File: config.mk
export PLATFORM = sky130hd
export DESIGN_NAME = axi_st_d128_tx_arb_flat
export DESIGN_NICKNAME = d
export VERILOG_FILES = /design/src/rtl/axi_st_d128_tx_arb_pkg.sv /design/src/rtl/axi_st_d128_tx_arb_if.sv /design/src/rtl/axi_st_skid2.sv /design/src/rtl/axi_st_d128_tx_arb.sv /design/src/flat_wrapper.sv
export SDC_FILE = /design/constraint.sdc
export NUM_CORES = 1
export LEC_CHECK = 0
export ABC_AREA = 1
export BUFFER_PORTS_ARGS = -buffer_cell sky130_fd_sc_hd__clkbuf_2
export CORE_MARGIN = 2
export CORE_UTILIZATION = 35
export CTS_CLUSTER_SIZE = 20
export DETAILED_ROUTE_END_ITERATION = 8
export PLACE_DENSITY = 0.63
export SYNTH_ARGS = -nofsm -noshare
export SYNTH_HDL_FRONTEND = slang
export SYNTH_SLANG_ARGS = --single-unit
export TNS_END_PERCENT = 20
File: constraint.sdc
create_clock -name clk_wr -period 2.1 [get_ports clk_wr]
set_input_delay 0.42 -clock clk_wr [delete_from_list [all_inputs] [get_ports clk_wr]]
set_output_delay 0.42 -clock clk_wr [all_outputs]
set_load 0.01 [all_outputs]
File: src/rtl/axi_st_d128_tx_arb_pkg.sv
// Shared types and widths for the 128-bit AXI-ST TX arbiter slice.
package axi_st_d128_tx_arb_pkg;

    localparam int KEEP_W = 16;
    localparam int DATA_W = 128;
    localparam int USER_W = 1;
    localparam int LINK_W = KEEP_W + DATA_W + USER_W;
    localparam int CNT_W  = 16;

    typedef enum logic [1:0] {
        IDLE = 2'd0,
        OWN0 = 2'd1,
        OWN1 = 2'd2
    } arb_state_t;

    // Packed link word: keep in the low bits, user at the top.
    typedef struct packed {
        logic [USER_W-1:0] user;
        logic [DATA_W-1:0] data;
        logic [KEEP_W-1:0] keep;
    } link_word_t;

endpackage

File: src/rtl/axi_st_d128_tx_arb_if.sv
// One AXI-ST source channel (keep/data/user/last/valid/ready).
interface axi_st_d128_tx_arb_if;
    import axi_st_d128_tx_arb_pkg::*;

    logic [KEEP_W-1:0] tkeep;
    logic [DATA_W-1:0] tdata;
    logic [USER_W-1:0] tuser;
    logic              tlast;
    logic              tvalid;
    logic              tready;

    modport master (output tkeep, tdata, tuser, tlast, tvalid, input tready);
    modport slave  (input tkeep, tdata, tuser, tlast, tvalid, output tready);

endinterface

File: src/rtl/axi_st_skid2.sv
// Generic 2-entry FIFO-order skid buffer. in_ready depends only on the
// registered occupancy, so out_ready has no combinational path to the producer.
module axi_st_skid2 #(
    parameter int WIDTH = 8
) (
    input  logic             clk,
    input  logic             rst_n,
    input  logic             in_valid,
    input  logic [WIDTH-1:0] in_data,
    output logic             in_ready,
    output logic             out_valid,
    output logic [WIDTH-1:0] out_data,
    input  logic             out_ready
);
    logic [WIDTH-1:0] mem [2];
    logic             wr_ptr;
    logic             rd_ptr;
    logic [1:0]       count;
    logic             push;
    logic             pop;

    assign in_ready  = (count != 2'd2);
    assign out_valid = (count != 2'd0);
    assign out_data  = mem[rd_ptr];
    assign push      = in_valid & in_ready;
    assign pop       = out_valid & out_ready;

    // Entry storage: the tail entry is written on push.
    // NOTE: both entries are reset so the head word reads zero straight out of reset; a deep RAM would be left unreset.
    always_ff @(posedge clk or negedge rst_n) begin
        if (!rst_n) begin
            mem[0] <= '0;
            mem[1] <= '0;
        end else if (push) begin
            mem[wr_ptr] <= in_data;
        end
    end

    // Pointers and occupancy; push and pop together leave the count unchanged.
    // NOTE: non-blocking (<=) so every flop samples pre-edge values regardless of statement order.
    always_ff @(posedge clk or negedge rst_n) begin
        if (!rst_n) begin
            wr_ptr <= 1'b0;
            rd_ptr <= 1'b0;
            count  <= 2'd0;
        end else begin
            if (push) wr_ptr <= ~wr_ptr;
            if (pop)  rd_ptr <= ~rd_ptr;
            case ({push, pop})
                2'b10:   count <= count + 2'd1;
                2'b01:   count <= count - 2'd1;
                default: count <= count;
            endcase
        end
    end

endmodule

File: src/rtl/axi_st_d128_tx_arb.sv
// Two-source packet-aware round-robin arbiter feeding the link TX FIFO through
// a 2-entry skid buffer. A grant is held until the owner's tlast beat is accepted.
module axi_st_d128_tx_arb
    import axi_st_d128_tx_arb_pkg::*;
(
    input  logic                 clk_wr,
    input  logic                 rst_wr_n,
    input  logic                 arb_en,
    axi_st_d128_tx_arb_if.slave  s0,
    axi_st_d128_tx_arb_if.slave  s1,
    output logic                 user_st_vld,
    output logic [LINK_W-1:0]    txfifo_st_data,
    input  logic                 user_st_ready,
    output logic [1:0]           grant,
    output logic [CNT_W-1:0]     pkt_cnt0,
    output logic [CNT_W-1:0]     pkt_cnt1
);
    arb_state_t state;
    arb_state_t state_nxt;
    logic       last_owner;
    logic       buf_ready;
    logic       acc0;
    logic       acc1;
    link_word_t push_word;

    assign acc0 = s0.tvalid & s0.tready;
    assign acc1 = s1.tvalid & s1.tready;

    // State register.
    always_ff @(posedge clk_wr or negedge rst_wr_n) begin
        if (!rst_wr_n) state <= IDLE;
        else           state <= state_nxt;
    end

    // Next state: arbitrate only from IDLE; leave an owner only on its tlast beat.
    // NOTE: every always_comb output gets a default first so no path can infer a latch.
    always_comb begin
        state_nxt = state;
        case (state)
            IDLE: begin
                if (arb_en && (s0.tvalid || s1.tvalid)) begin
                    if (s0.tvalid && s1.tvalid) state_nxt = last_owner ? OWN0 : OWN1;
                    else                        state_nxt = s0.tvalid ? OWN0 : OWN1;
                end
            end
            OWN0:    if (acc0 && s0.tlast) state_nxt = IDLE;
            OWN1:    if (acc1 && s1.tlast) state_nxt = IDLE;
            default: state_nxt = IDLE;
        endcase
    end

    // Outputs: one-hot grant; only the owner sees ready, gated by buffer space.
    always_comb begin
        grant     = 2'b00;
        s0.tready = 1'b0;
        s1.tready = 1'b0;
        case (state)
            OWN0: begin
                grant     = 2'b01;
                s0.tready = buf_ready;
            end
            OWN1: begin
                grant     = 2'b10;
                s1.tready = buf_ready;
            end
            default: ;
        endcase
    end

    // Owner's beat packed into the link word format; tlast is not forwarded.
    always_comb begin
        push_word = '{user: s0.tuser, data: s0.tdata, keep: s0.tkeep};
        if (state == OWN1) push_word = '{user: s1.tuser, data: s1.tdata, keep: s1.tkeep};
    end

    // Round-robin history and per-source completed-packet counters (wrapping).
    always_ff @(posedge clk_wr or negedge rst_wr_n) begin
        if (!rst_wr_n) begin
            last_owner <= 1'b1;
            pkt_cnt0   <= '0;
            pkt_cnt1   <= '0;
        end else begin
            if (acc0 && s0.tlast) begin
                last_owner <= 1'b0;
                pkt_cnt0   <= pkt_cnt0 + 16'd1;
            end
            if (acc1 && s1.tlast) begin
                last_owner <= 1'b1;
                pkt_cnt1   <= pkt_cnt1 + 16'd1;
            end
        end
    end

    axi_st_skid2 #(
        .WIDTH (LINK_W)
    ) u_skid (
        .clk       (clk_wr),
        .rst_n     (rst_wr_n),
        .in_valid  (acc0 | acc1),
        .in_data   (push_word),
        .in_ready  (buf_ready),
        .out_valid (user_st_vld),
        .out_data  (txfifo_st_data),
        .out_ready (user_st_ready)
    );

endmodule

File: src/flat_wrapper.sv
// flat-port wrapper written by rule: the top's interface ports become plain ports
module axi_st_d128_tx_arb_flat import axi_st_d128_tx_arb_pkg::*;
  (clk_wr, rst_wr_n, arb_en, user_st_vld, txfifo_st_data, user_st_ready, grant, pkt_cnt0, pkt_cnt1, s0_tkeep, s0_tdata, s0_tuser, s0_tlast, s0_tvalid, s0_tready, s1_tkeep, s1_tdata, s1_tuser, s1_tlast, s1_tvalid, s1_tready);
  axi_st_d128_tx_arb_if s0_i ();
  axi_st_d128_tx_arb_if s1_i ();
  input  logic clk_wr;
  input  logic rst_wr_n;
  input  logic arb_en;
  output logic user_st_vld;
  output logic [LINK_W-1:0] txfifo_st_data;
  input  logic user_st_ready;
  output logic [1:0] grant;
  output logic [CNT_W-1:0] pkt_cnt0;
  output logic [CNT_W-1:0] pkt_cnt1;
  input wire logic [$bits(s0_i.tkeep)-1:0] s0_tkeep;
  input wire logic [$bits(s0_i.tdata)-1:0] s0_tdata;
  input wire logic [$bits(s0_i.tuser)-1:0] s0_tuser;
  input wire logic [$bits(s0_i.tlast)-1:0] s0_tlast;
  input wire logic [$bits(s0_i.tvalid)-1:0] s0_tvalid;
  output wire logic [$bits(s0_i.tready)-1:0] s0_tready;
  input wire logic [$bits(s1_i.tkeep)-1:0] s1_tkeep;
  input wire logic [$bits(s1_i.tdata)-1:0] s1_tdata;
  input wire logic [$bits(s1_i.tuser)-1:0] s1_tuser;
  input wire logic [$bits(s1_i.tlast)-1:0] s1_tlast;
  input wire logic [$bits(s1_i.tvalid)-1:0] s1_tvalid;
  output wire logic [$bits(s1_i.tready)-1:0] s1_tready;
  assign s0_i.tkeep = s0_tkeep;
  assign s0_i.tdata = s0_tdata;
  assign s0_i.tuser = s0_tuser;
  assign s0_i.tlast = s0_tlast;
  assign s0_i.tvalid = s0_tvalid;
  assign s0_tready = s0_i.tready;
  assign s1_i.tkeep = s1_tkeep;
  assign s1_i.tdata = s1_tdata;
  assign s1_i.tuser = s1_tuser;
  assign s1_i.tlast = s1_tlast;
  assign s1_i.tvalid = s1_tvalid;
  assign s1_tready = s1_i.tready;
  axi_st_d128_tx_arb u_core (.clk_wr(clk_wr), .rst_wr_n(rst_wr_n), .arb_en(arb_en), .s0(s0_i), .s1(s1_i), .user_st_vld(user_st_vld), .txfifo_st_data(txfifo_st_data), .user_st_ready(user_st_ready), .grant(grant), .pkt_cnt0(pkt_cnt0), .pkt_cnt1(pkt_cnt1));
endmodule
==> results of run 1 <==
worst max path at each step:
stage	start	endpoint	slack [ns]	depth (start not counted)
4_1_cts	u_core.u_skid.rd_ptr	txfifo_st_data[102]	-0.16	6
2_1_floorplan	u_core.u_skid.rd_ptr	txfifo_st_data[100]	0.37	5
3_5_place_dp	u_core.state[1]	u_core.u_skid.mem[26]	0.23	7
3_3_place_gp	u_core.state[1]	u_core.u_skid.count[1]	0.20	9
6_report	u_core.u_skid.rd_ptr	txfifo_st_data[89]	-0.12	6
5_1_grt	u_core.u_skid.rd_ptr	txfifo_st_data[90]	-0.19	6
registers in the layout, indices dropped and copies added (netlist names):
register,count
u_core.pkt_cnt0,16
u_core.last_owner,1
u_core.pkt_cnt1,16
u_core.state,2
u_core.u_skid.count,2
u_core.u_skid.mem,290
u_core.u_skid.rd_ptr,1
u_core.u_skid.wr_ptr,1
what timing repair did:
| item | 4_1_cts | 5_1_grt |
|---|---|---|
| pin swaps | 4 | 10 |
| hold buffers | 1 | 0 |
| cloned | 11 | 5 |
| endpoints found under the setup margin | 145 | 146 |
| resized for setup | 61 | 94 |
| buffers inserted | 9 | 0 |
| endpoints found under the hold margin | 45 | 0 |
cells in the mapped netlist, drive strengths merged:
master,n,area share [%]
nor2,48,1.2
nand3,13,0.45
and2,1,0.040
mux2i,145,9.2
dfstp,1,0.17
clkbuf,63,1.6
a21oi,3,0.096
buf,53,2.6
nand2,840,20
ha,3,0.24
nand3b,1,0.048
xor2,13,0.73
nand4,10,0.40
xnor2,5,0.28
inv,32,0.76
dfrtp,328,52
o21ai,306,9.8
tightest hold or removal path: cells and delay by family:
| kind | cells | cell delay [ns] |
|---|---|---|
| AOI/OAI and AO/OA | 1 | 0.11 |
| buffers and inverters | 1 | 0.07 |
| muxes | 1 | 0.07 |
per-layer routing:
metal | global-route usage, % | wire (µm) | up-vias
li1 | - | - | 6991
met1 | 25.7 | 20400 | 6752
met2 | 33.4 | 23300 | 455
met3 | 3.45 | 2870 | 73
met4 | 6.46 | 1240 | 0
met5 | 0 | 0 | -
power breakdown:
| group | total [mW] | switching, mW | internal (mW) |
|---|---|---|---|
| sequential | 10.6 | 1.58 | 9.05 |
| combinational | 16.0 | 9.03 | 6.92 |
| clock | 6.67 | 2.57 | 4.11 |
| total | 33.3 | 13.2 | 20.1 |
cells by family (layout without fill, tap and decap cells):
kind of cell,after synthesis,in the layout,share of synthesized area [%]
muxes,145,145,9.24
xor gates and xnor gates,18,18,1.00
buffers and inverters,148,657,5.00
and+or+nand+nor,913,913,22.2
DFF,329,329,52.4
adders and majority gates,3,3,0.239
AOI/OAI and AO/OA,309,309,9.85
through the flow:
step | utilization, % | setup WS, ns | instance area, µm² | setup TNS [ns] | cells
4_1_cts | 47.2 | -0.158 | 20900 | -17.07 | 2962
3_3_place_gp | 42.8 | 0.200 | 18900 | 0 | 2876
6_report | 47.8 | -0.119 | 21100 | -10.69 | 2966
3_5_place_dp | 42.8 | 0.234 | 18900 | 0 | 2876
2_1_floorplan | - | 0.374 | 15700 | 0 | 1865
5_1_grt | 47.8 | -0.188 | 21100 | -21.25 | 2966
cell type report:
cell class	instances	area, µm²
Multi-Input combinational cell	1388	6850
Sequential cell	329	8240
Fill cell	4185	23100
Inverter	32	133
Timing Repair Buffer	560	3940
Clock inverter	8	144
Clock buffer	57	1100
Tap cell	592	741
==> results.json, run 1 <==
{
  "outcome": "finished with violations",
  "violations": "negative setup slack",
  "ir_drop_mv": 0.666,
  "hold_viol": 0,
  "synth.net_count": 2166,
  "power_density_nw_per_um2": 1570,
  "fmax_mhz": 451,
  "gp_congestion": 0.824,
  "clock_latency_ns": 0.53,
  "antenna_found_initial": 0,
  "ys_ff_latch": 329,
  "cts_buffers": 37,
  "tritoncts": "done",
  "start_kind": "flip-flop",
  "rrSetupSlack_ns": 0.22,
  "setup_viol": 145,
  "min-delay-start": "s1_tkeep[14]",
  "grt_pass1_vias": 13800,
  "ys_warn_count": 0,
  "synth_area_um2": 15700,
  "routed_wl_mm": 47.8,
  "die_area_um2": 46600,
  "drc": 0,
  "cts_sinks": 329,
  "grt_use_total_pct": 19.8,
  "first_pass_iters": 5,
  "num_rows": 77,
  "min_delay_path_depth": 3,
  "synth-seq-area-share_pct": 52.4,
  "clockBufferDepth": 3,
  "layout.nets": 2649,
  "reg2reg_to": "u_core.u_skid.count[1]",
  "hp-class": "input pin to flip-flop",
  "die_w_um": 216,
  "critical_path_arrival_ns": 1.80,
  "whs_endpoint": "u_core.u_skid.mem[159]",
  "worstSetupPathType": "flip-flop to primary output",
  "dp_hpwl_mm": 30.9,
  "fin_crit_ns": 2.22,
  "drt-initial-drc-count": 1084,
  "fin_total_pwr_mw": 33.3,
  "synth.distinct_cells": 25,
  "cp_max_fo": 12,
  "final_cell_mix": "nand2_1, clkbuf_2, dfrtp_1",
  "vias": 14300,
  "slew_viol_final": 0,
  "cap_violations": 0,
  "rsz0062_at_grt": "yes",
  "area_delta_synth_final_pct": 34.7,
  "endpoint_kind": "primary output",
  "setup_ws_ns": -0.119,
  "ioPinCount": 480,
  "r2r-start": "u_core.state[1]",
  "drive_above_1_share_pct": 27.8,
  "antenna_cells": 0,
  "p_leak_nw": 11.7,
  "max_stage_delay_ns": 0.53,
  "htree_levels": 2,
  "grt_pass1_wl_mm": 73.5,
  "path_buf_inv": 4,
  "clockRootBuffer": "clkbuf_16",
  "ant_nets": 0,
  "io_buffer_count": 479,
  "fin_crit_sh_pct": 106,
  "clk_pin_slew_ns": 0.06,
  "tightest_slew_ns": 0.548,
  "crit_family": "buffers and inverters",
  "fp.dieH_um": 216,
  "skew_ns": 0.00992,
  "core_um2": 44200,
  "crit_path_top_delay_cell": "dfrtp_4",
  "slew_headroom_pct": 63.5,
  "final_common_cell": "nand2_1",
  "syn_inst": 1865,
  "grt_start_max_net_pins": 66,
  "crit_required_ns": 1.68,
  "via_per_inst": 4.81,
  "r2r_cells": 9,
  "crit_chain": "buf_12 > buf_12 > buf_16 > nand2_1 > nand2_1 > clkbuf_2",
  "initial_core_util_pct": 35.5,
  "synth_area_per_cell_um2": 8.42,
  "worst_hold_slack_ns": 0.178,
  "wl_per_cell_um": 16.1,
  "overflow": 0
}
Power figures use the tool's default switching activity.
==> run 2: changes to the inputs <==
--- a/config.mk
+++ b/config.mk
@@ -5,7 +5,6 @@
 export SDC_FILE = /design/constraint.sdc
 export NUM_CORES = 1
 export LEC_CHECK = 0
-export ABC_AREA = 1
 export BUFFER_PORTS_ARGS = -buffer_cell sky130_fd_sc_hd__clkbuf_2
 export CORE_MARGIN = 2
 export CORE_UTILIZATION = 35
==> results.json, run 2 <==
{
  "largest_reg_flops": 290,
  "fp.dieH_um": 214,
  "crit_required_ns": 1.68,
  "tightest_slew_ns": 0.617,
  "clk_pin_slew_ns": 0.06,
  "final_cell_mix": "clkbuf_2, dfrtp_1, nand2_1",
  "synth_top_cell_area_share_pct": 53.2,
  "cts_buffers": 37,
  "vias": 12100,
  "cts_sinks": 329,
  "ys_warn_count": 0,
  "fin_cells": 2530,
  "synth-seq-area-share_pct": 53.4,
  "die_w_um": 214,
  "fmax_mhz": 428,
  "grt_pass1_vias": 12400,
  "outcome": "finished with violations",
  "synth_ff_type": "dfrtp_1",
  "ir_drop_mv": 0.884,
  "largestRegisters": "u_core.u_skid.mem: 290 flops, u_core.pkt_cnt0: 16 flops, u_core.pkt_cnt1: 16 flops",
  "hp-class": "input pin to flip-flop",
  "cpMostUsedCell": "buf_12",
  "fin_total_pwr_mw": 33.0,
  "critical_path_arrival_ns": 1.92,
  "final_common_cell": "clkbuf_2",
  "dp_hpwl_mm": 29.7,
  "endpoint_kind": "primary output",
  "grt_use_total_pct": 17.6,
  "slew_viol_final": 0,
  "overflow": 0,
  "die_area_um2": 45800,
  "regArea_um2": 8240,
  "grt_start_max_net_pins": 57,
  "setup_ws_ns": -0.238,
  "cp_max_fo": 7,
  "start_kind": "flip-flop",
  "grt_pass1_wl_mm": 65.5,
  "clockRootBuffer": "clkbuf_16",
  "drt-initial-drc-count": 595,
  "power_density_nw_per_um2": 1610,
  "num_rows": 76,
  "ioPinCount": 480,
  "multiInputGateArea_um2": 6600,
  "gp_congestion": 0.827,
  "setup_viol": 146,
  "antenna_found_initial": 0,
  "yosys-top-cells-count": "dfrtp_1, nand2_1, nor2_1",
  "rsz0062_at_grt": "yes",
  "initial_core_util_pct": 35.7,
  "fin_crit_sh_pct": 111,
  "area_delta_synth_final_pct": 32.5,
  "synth_edf_count": 0,
  "wl_per_cell_um": 16.0,
  "synth_most_common_cell": "dfrtp_1",
  "ys_ff_latch": 329,
  "fillCellCount": 3972,
  "synth_area_per_cell_um2": 10.9,
  "synthArstFlopShare_pct": 100,
  "ys_top_cells_by_area": "dfrtp_1, mux2_2, mux2i_1",
  "clock_latency_ns": 0.53,
  "htree_levels": 2,
  "io_buffer_count": 479,
  "violations": "negative setup slack",
  "synth.net_count": 1715,
  "synth.distinct_cells": 36,
  "tritoncts": "done",
  "core_um2": 43300,
  "crit_path_top_delay_cell": "dfrtp_4",
  "drc": 0,
  "layout.nets": 2221,
  "first_pass_iters": 6,
  "slew_headroom_pct": 58.7,
  "max_stage_delay_ns": 0.53,
  "skew_ns": 0.0164,
  "cap_violations": 0,
  "via_per_inst": 4.78,
  "p_leak_nw": 9.72,
  "worstSetupPathType": "flip-flop to primary output",
  "dp.cells": 2452,
  "synth_largest_area_cell": "dfrtp_1",
  "routed_wl_mm": 40.6,
  "crit_chain": "buf_12 > buf_12 > clkbuf_16 > mux2_2 > clkbuf_2",
  "synth_area_um2": 15400,
  "hold_viol": 0,
  "top_register": "u_core.u_skid.mem",
  "antenna_cells": 0,
  "drive_above_1_share_pct": 40.8,
  "clockBufferDepth": 3,
  "syn_inst": 1414,
  "fin_crit_ns": 2.34,
  "ant_nets": 0
}
## run 2: cell count changes after synthesis, sizes merged, moves of 6 or more
cell,change
nand2,-677
o21ai,-160
mux2,+147
a21oi,+144
nor2,+101
clkbuf,-39
inv,-32
xnor2,+24
buf,+21
xor2,-7
nor4,+6
## run 2: critical path: cells and delay by family (launching register included)
family / cells / cell delay [ns]
buffers and inverters: 4 / 0.58
DFF: 1 / 0.53
muxes: 1 / 0.28
## run 2: timing repair
action                                 in CTS  in global routing
endpoints found under the hold margin      22                  0
setup buffers                              11                  1
gates cloned                                2                  1
hold buffers                                1                  0
gates resized for setup                    10                 62
pin swaps                                   0                  0
setup endpoints to repair                 145                282
## run 2: layer usage
metal | wire length [µm] | track usage [%] | vias up
met1 | 17300 | 22.1 | 5748
met4 | 742 | 4.10 | 0
li1 | - | - | 5923
met3 | 2500 | 4.20 | 53
met2 | 20000 | 30.5 | 361
met5 | 0 | 0 | -
## run 2: final timing paths
check,from,end,slack (ns),cells past startpoint
max in group asynchronous,rst_wr_n,u_core.u_skid.mem[258],0.98,4
setup / recovery,u_core.u_skid.rd_ptr,txfifo_st_data[68],-0.24,5
setup reg to reg,u_core.state[1],u_core.u_skid.mem[269],0.20,6
hold reg to reg,u_core.u_skid.mem[35],u_core.u_skid.mem[35],0.47,2
hold / removal,s1_tlast,u_core.pkt_cnt1[2],0.20,3
min in group asynchronous,rst_wr_n,u_core.u_skid.mem[48],0.37,2
## run 2: per-stage QoR
step	setup TNS [ns]	setup WS [ns]	utilization [%]	area (µm²)	hold slack, ns
6_report	-21.71	-0.238	47.2	20400	0.198
5_1_grt	-33.67	-0.308	47.2	20400	0.176
4_1_cts	-31.64	-0.300	46.9	20300	0.163
3_5_place_dp	0	0.0193	43.6	18900	0.324
3_3_place_gp	0	0.0915	43.6	18900	0.323
2_1_floorplan	0	0.300	-	15400	0.124
## run 2: logic make-up (layout without fill, tap and decap cells)
family                     after synthesis  after routing  share of synthesized area, %
DFF                                    329            329                          53.4
adders and majority gates                3              3                         0.243
xor gates and xnor gates                35             35                          1.99
buffers and inverters                   98            629                          4.20
AOI/OAI and AO/OA                      296            296                          9.96
and+or+nand+nor                        361            361                          10.1
muxes                                  292            292                          20.1
## run 2: final cells by class
cell class,count,share of cell area [%]
flip-flops and latches,329,40.3
clock inverters,12,0.637
well taps,585,3.58
clock buffers,52,5.20
multi-input cells,987,32.3
repair buffers,565,18.0
## run 2: power breakdown
part	switching, mW	leakage (nW)	total (mW)	internal (mW)
clock	2.55	0.583	6.33	3.78
sequential	1.50	3.94	10.7	9.18
combinational	8.19	5.19	16.0	7.80
total	12.2	9.72	33.0	20.8
==> run 3: changes to the inputs <==
--- a/config.mk
+++ b/config.mk
@@ -10,6 +10,7 @@
 export CORE_UTILIZATION = 35
 export CTS_CLUSTER_SIZE = 20
 export DETAILED_ROUTE_END_ITERATION = 8
+export MAX_ROUTING_LAYER = met4
 export PLACE_DENSITY = 0.63
 export SYNTH_ARGS = -nofsm -noshare
 export SYNTH_HDL_FRONTEND = slang
==> results.json, run 3 (same netlist as run 2, synthesis figures left out) <==
{
  "min_delay_path_depth": 3,
  "cts_sinks": 329,
  "cap_violations": 0,
  "outcome": "finished with violations",
  "fmax_mhz": 428,
  "worstSetupPathType": "flip-flop to primary output",
  "setup_ws_ns": -0.239,
  "dp_hpwl_mm": 29.7,
  "clockBufferDepth": 3,
  "fin_crit_ns": 2.34,
  "setup_viol": 146,
  "ant_nets": 0,
  "critical_path_arrival_ns": 1.92,
  "switchingPower_mw": 12.2,
  "initial_core_util_pct": 35.7,
  "cts_buffers": 37,
  "htree_levels": 2,
  "final_common_cell": "clkbuf_2",
  "drc": 0,
  "drive_above_1_share_pct": 40.8,
  "worst_hold_slack_ns": 0.196,
  "endpoint_kind": "primary output",
  "grt_pass1_wl_mm": 65.4,
  "hold_viol": 0,
  "tritoncts": "done",
  "final_cell_mix": "clkbuf_2, dfrtp_1, nand2_1",
  "power_density_nw_per_um2": 1610,
  "slew_viol_final": 0,
  "fin_total_pwr_mw": 33.0,
  "power_frac_clock_pct": 19.2,
  "finalSetupTns_ns": -22.04,
  "largest_reg_flops": 290,
  "p_int_mw": 20.8,
  "layout.nets": 2221,
  "seq_power_share_pct": 32.4,
  "hp-class": "input pin to flip-flop",
  "area_delta_synth_final_pct": 32.5,
  "antenna_cells": 0,
  "p_leak_nw": 9.72,
  "ir_drop_mv": 0.886,
  "gp_congestion": 0.839,
  "crit_required_ns": 1.68,
  "grt_start_max_net_pins": 57,
  "die_area_um2": 45800,
  "clock_latency_ns": 0.53,
  "vias": 12100,
  "swShare_pct": 37.1,
  "cp_max_fo": 7,
  "fp.dieH_um": 214,
  "violations": "negative setup slack",
  "comb_power_share_pct": 48.5,
  "first_pass_iters": 4,
  "core_um2": 43300,
  "grt_use_total_pct": 18.1,
  "start_kind": "flip-flop",
  "post-route-util_pct": 47.2,
  "num_rows": 76,
  "tightest_slew_ns": 0.633,
  "ioPinCount": 480,
  "clk_pin_slew_ns": 0.06,
  "io_buffer_count": 479,
  "die_w_um": 214,
  "fillCellCount": 3972,
  "skew_ns": 0.0178,
  "rsz0062_at_grt": "yes",
  "grt_pass1_vias": 12400,
  "largestRegisters": "u_core.u_skid.mem: 290 flops, u_core.pkt_cnt0: 16 flops, u_core.pkt_cnt1: 16 flops",
  "fin_crit_sh_pct": 111,
  "drt-initial-drc-count": 626,
  "clockRootBuffer": "clkbuf_16",
  "r2r_cells": 6,
  "slew_headroom_pct": 57.6,
  "top_register": "u_core.u_skid.mem",
  "wl_per_cell_um": 16.0,
  "via_per_inst": 4.77,
  "overflow": 0,
  "routed_wl_mm": 40.5,
  "antenna_found_initial": 0
}
run 3: worst paths after layout:
| path | from | slack (ns) | endpoint |
|---|---|---|---|
| max reg2reg | u_core.state[1] | 0.22 | u_core.u_skid.mem[269] |
| max | u_core.u_skid.rd_ptr | -0.24 | txfifo_st_data[68] |
| min reg2reg | u_core.u_skid.mem[35] | 0.47 | u_core.u_skid.mem[35] |
| min | s1_tlast | 0.20 | u_core.pkt_cnt1[2] |
| max in group asynchronous | rst_wr_n | 0.99 | u_core.u_skid.mem[259] |
| min in group asynchronous | rst_wr_n | 0.37 | u_core.u_skid.mem[48] |
run 3: power groups by stage:
stage	logic (mW)	clock network [mW]	registers (mW)
CTS	15.8	6.53	10.7
global placement	14.9	0	10.6
finish	16.0	6.33	10.7
global route	17.5	6.76	11.0
detailed placement	15.1	0	10.7
floorplan	9.90	0	10.3
run 3: timing repair:
item,4_1_cts,5_1_grt
buffers inserted,11,1
endpoints found under the setup margin,145,282
resized for setup,10,62
hold buffers,1,0
cloned,2,1
hold endpoints to repair,22,0
pin swaps,0,0
run 3: final cells by class:
type	instances	area (µm²)	share of cell area [%]
clock buffers	52	1060	5.20
flip-flops and latches	329	8240	40.3
well taps	585	732	3.58
repair buffers	565	3680	18.0
multi-input cells	987	6600	32.3
clock inverters	12	130	0.637
run 3: routing by layer:
layer	share of wire, %	GRT usage [%]	up-vias
met5	0	-	-
met4	1.9	4.10	0
met3	5.6	3.93	55
met2	50	30.8	350
met1	43	22.1	5739
li1	-	-	5919
run 3: metrics by stage:
step | setup WS (ns) | instance area [µm²] | cells
after detailed placement | 0.0193 | 18900 | 2452
after global routing | -0.307 | 20400 | 2530
final | -0.239 | 20400 | 2530
after floorplan | 0.300 | 15400 | 1414
after CTS | -0.300 | 20300 | 2530
after global placement | 0.0915 | 18900 | 2452
run 3: worst max-delay path, cell delays in order (launching register included):
cell and delay [ns]:
dfrtp_4 0.53, buf_12 0.17, buf_12 0.13, clkbuf_16 0.15
mux2_2 0.28, clkbuf_2 0.13
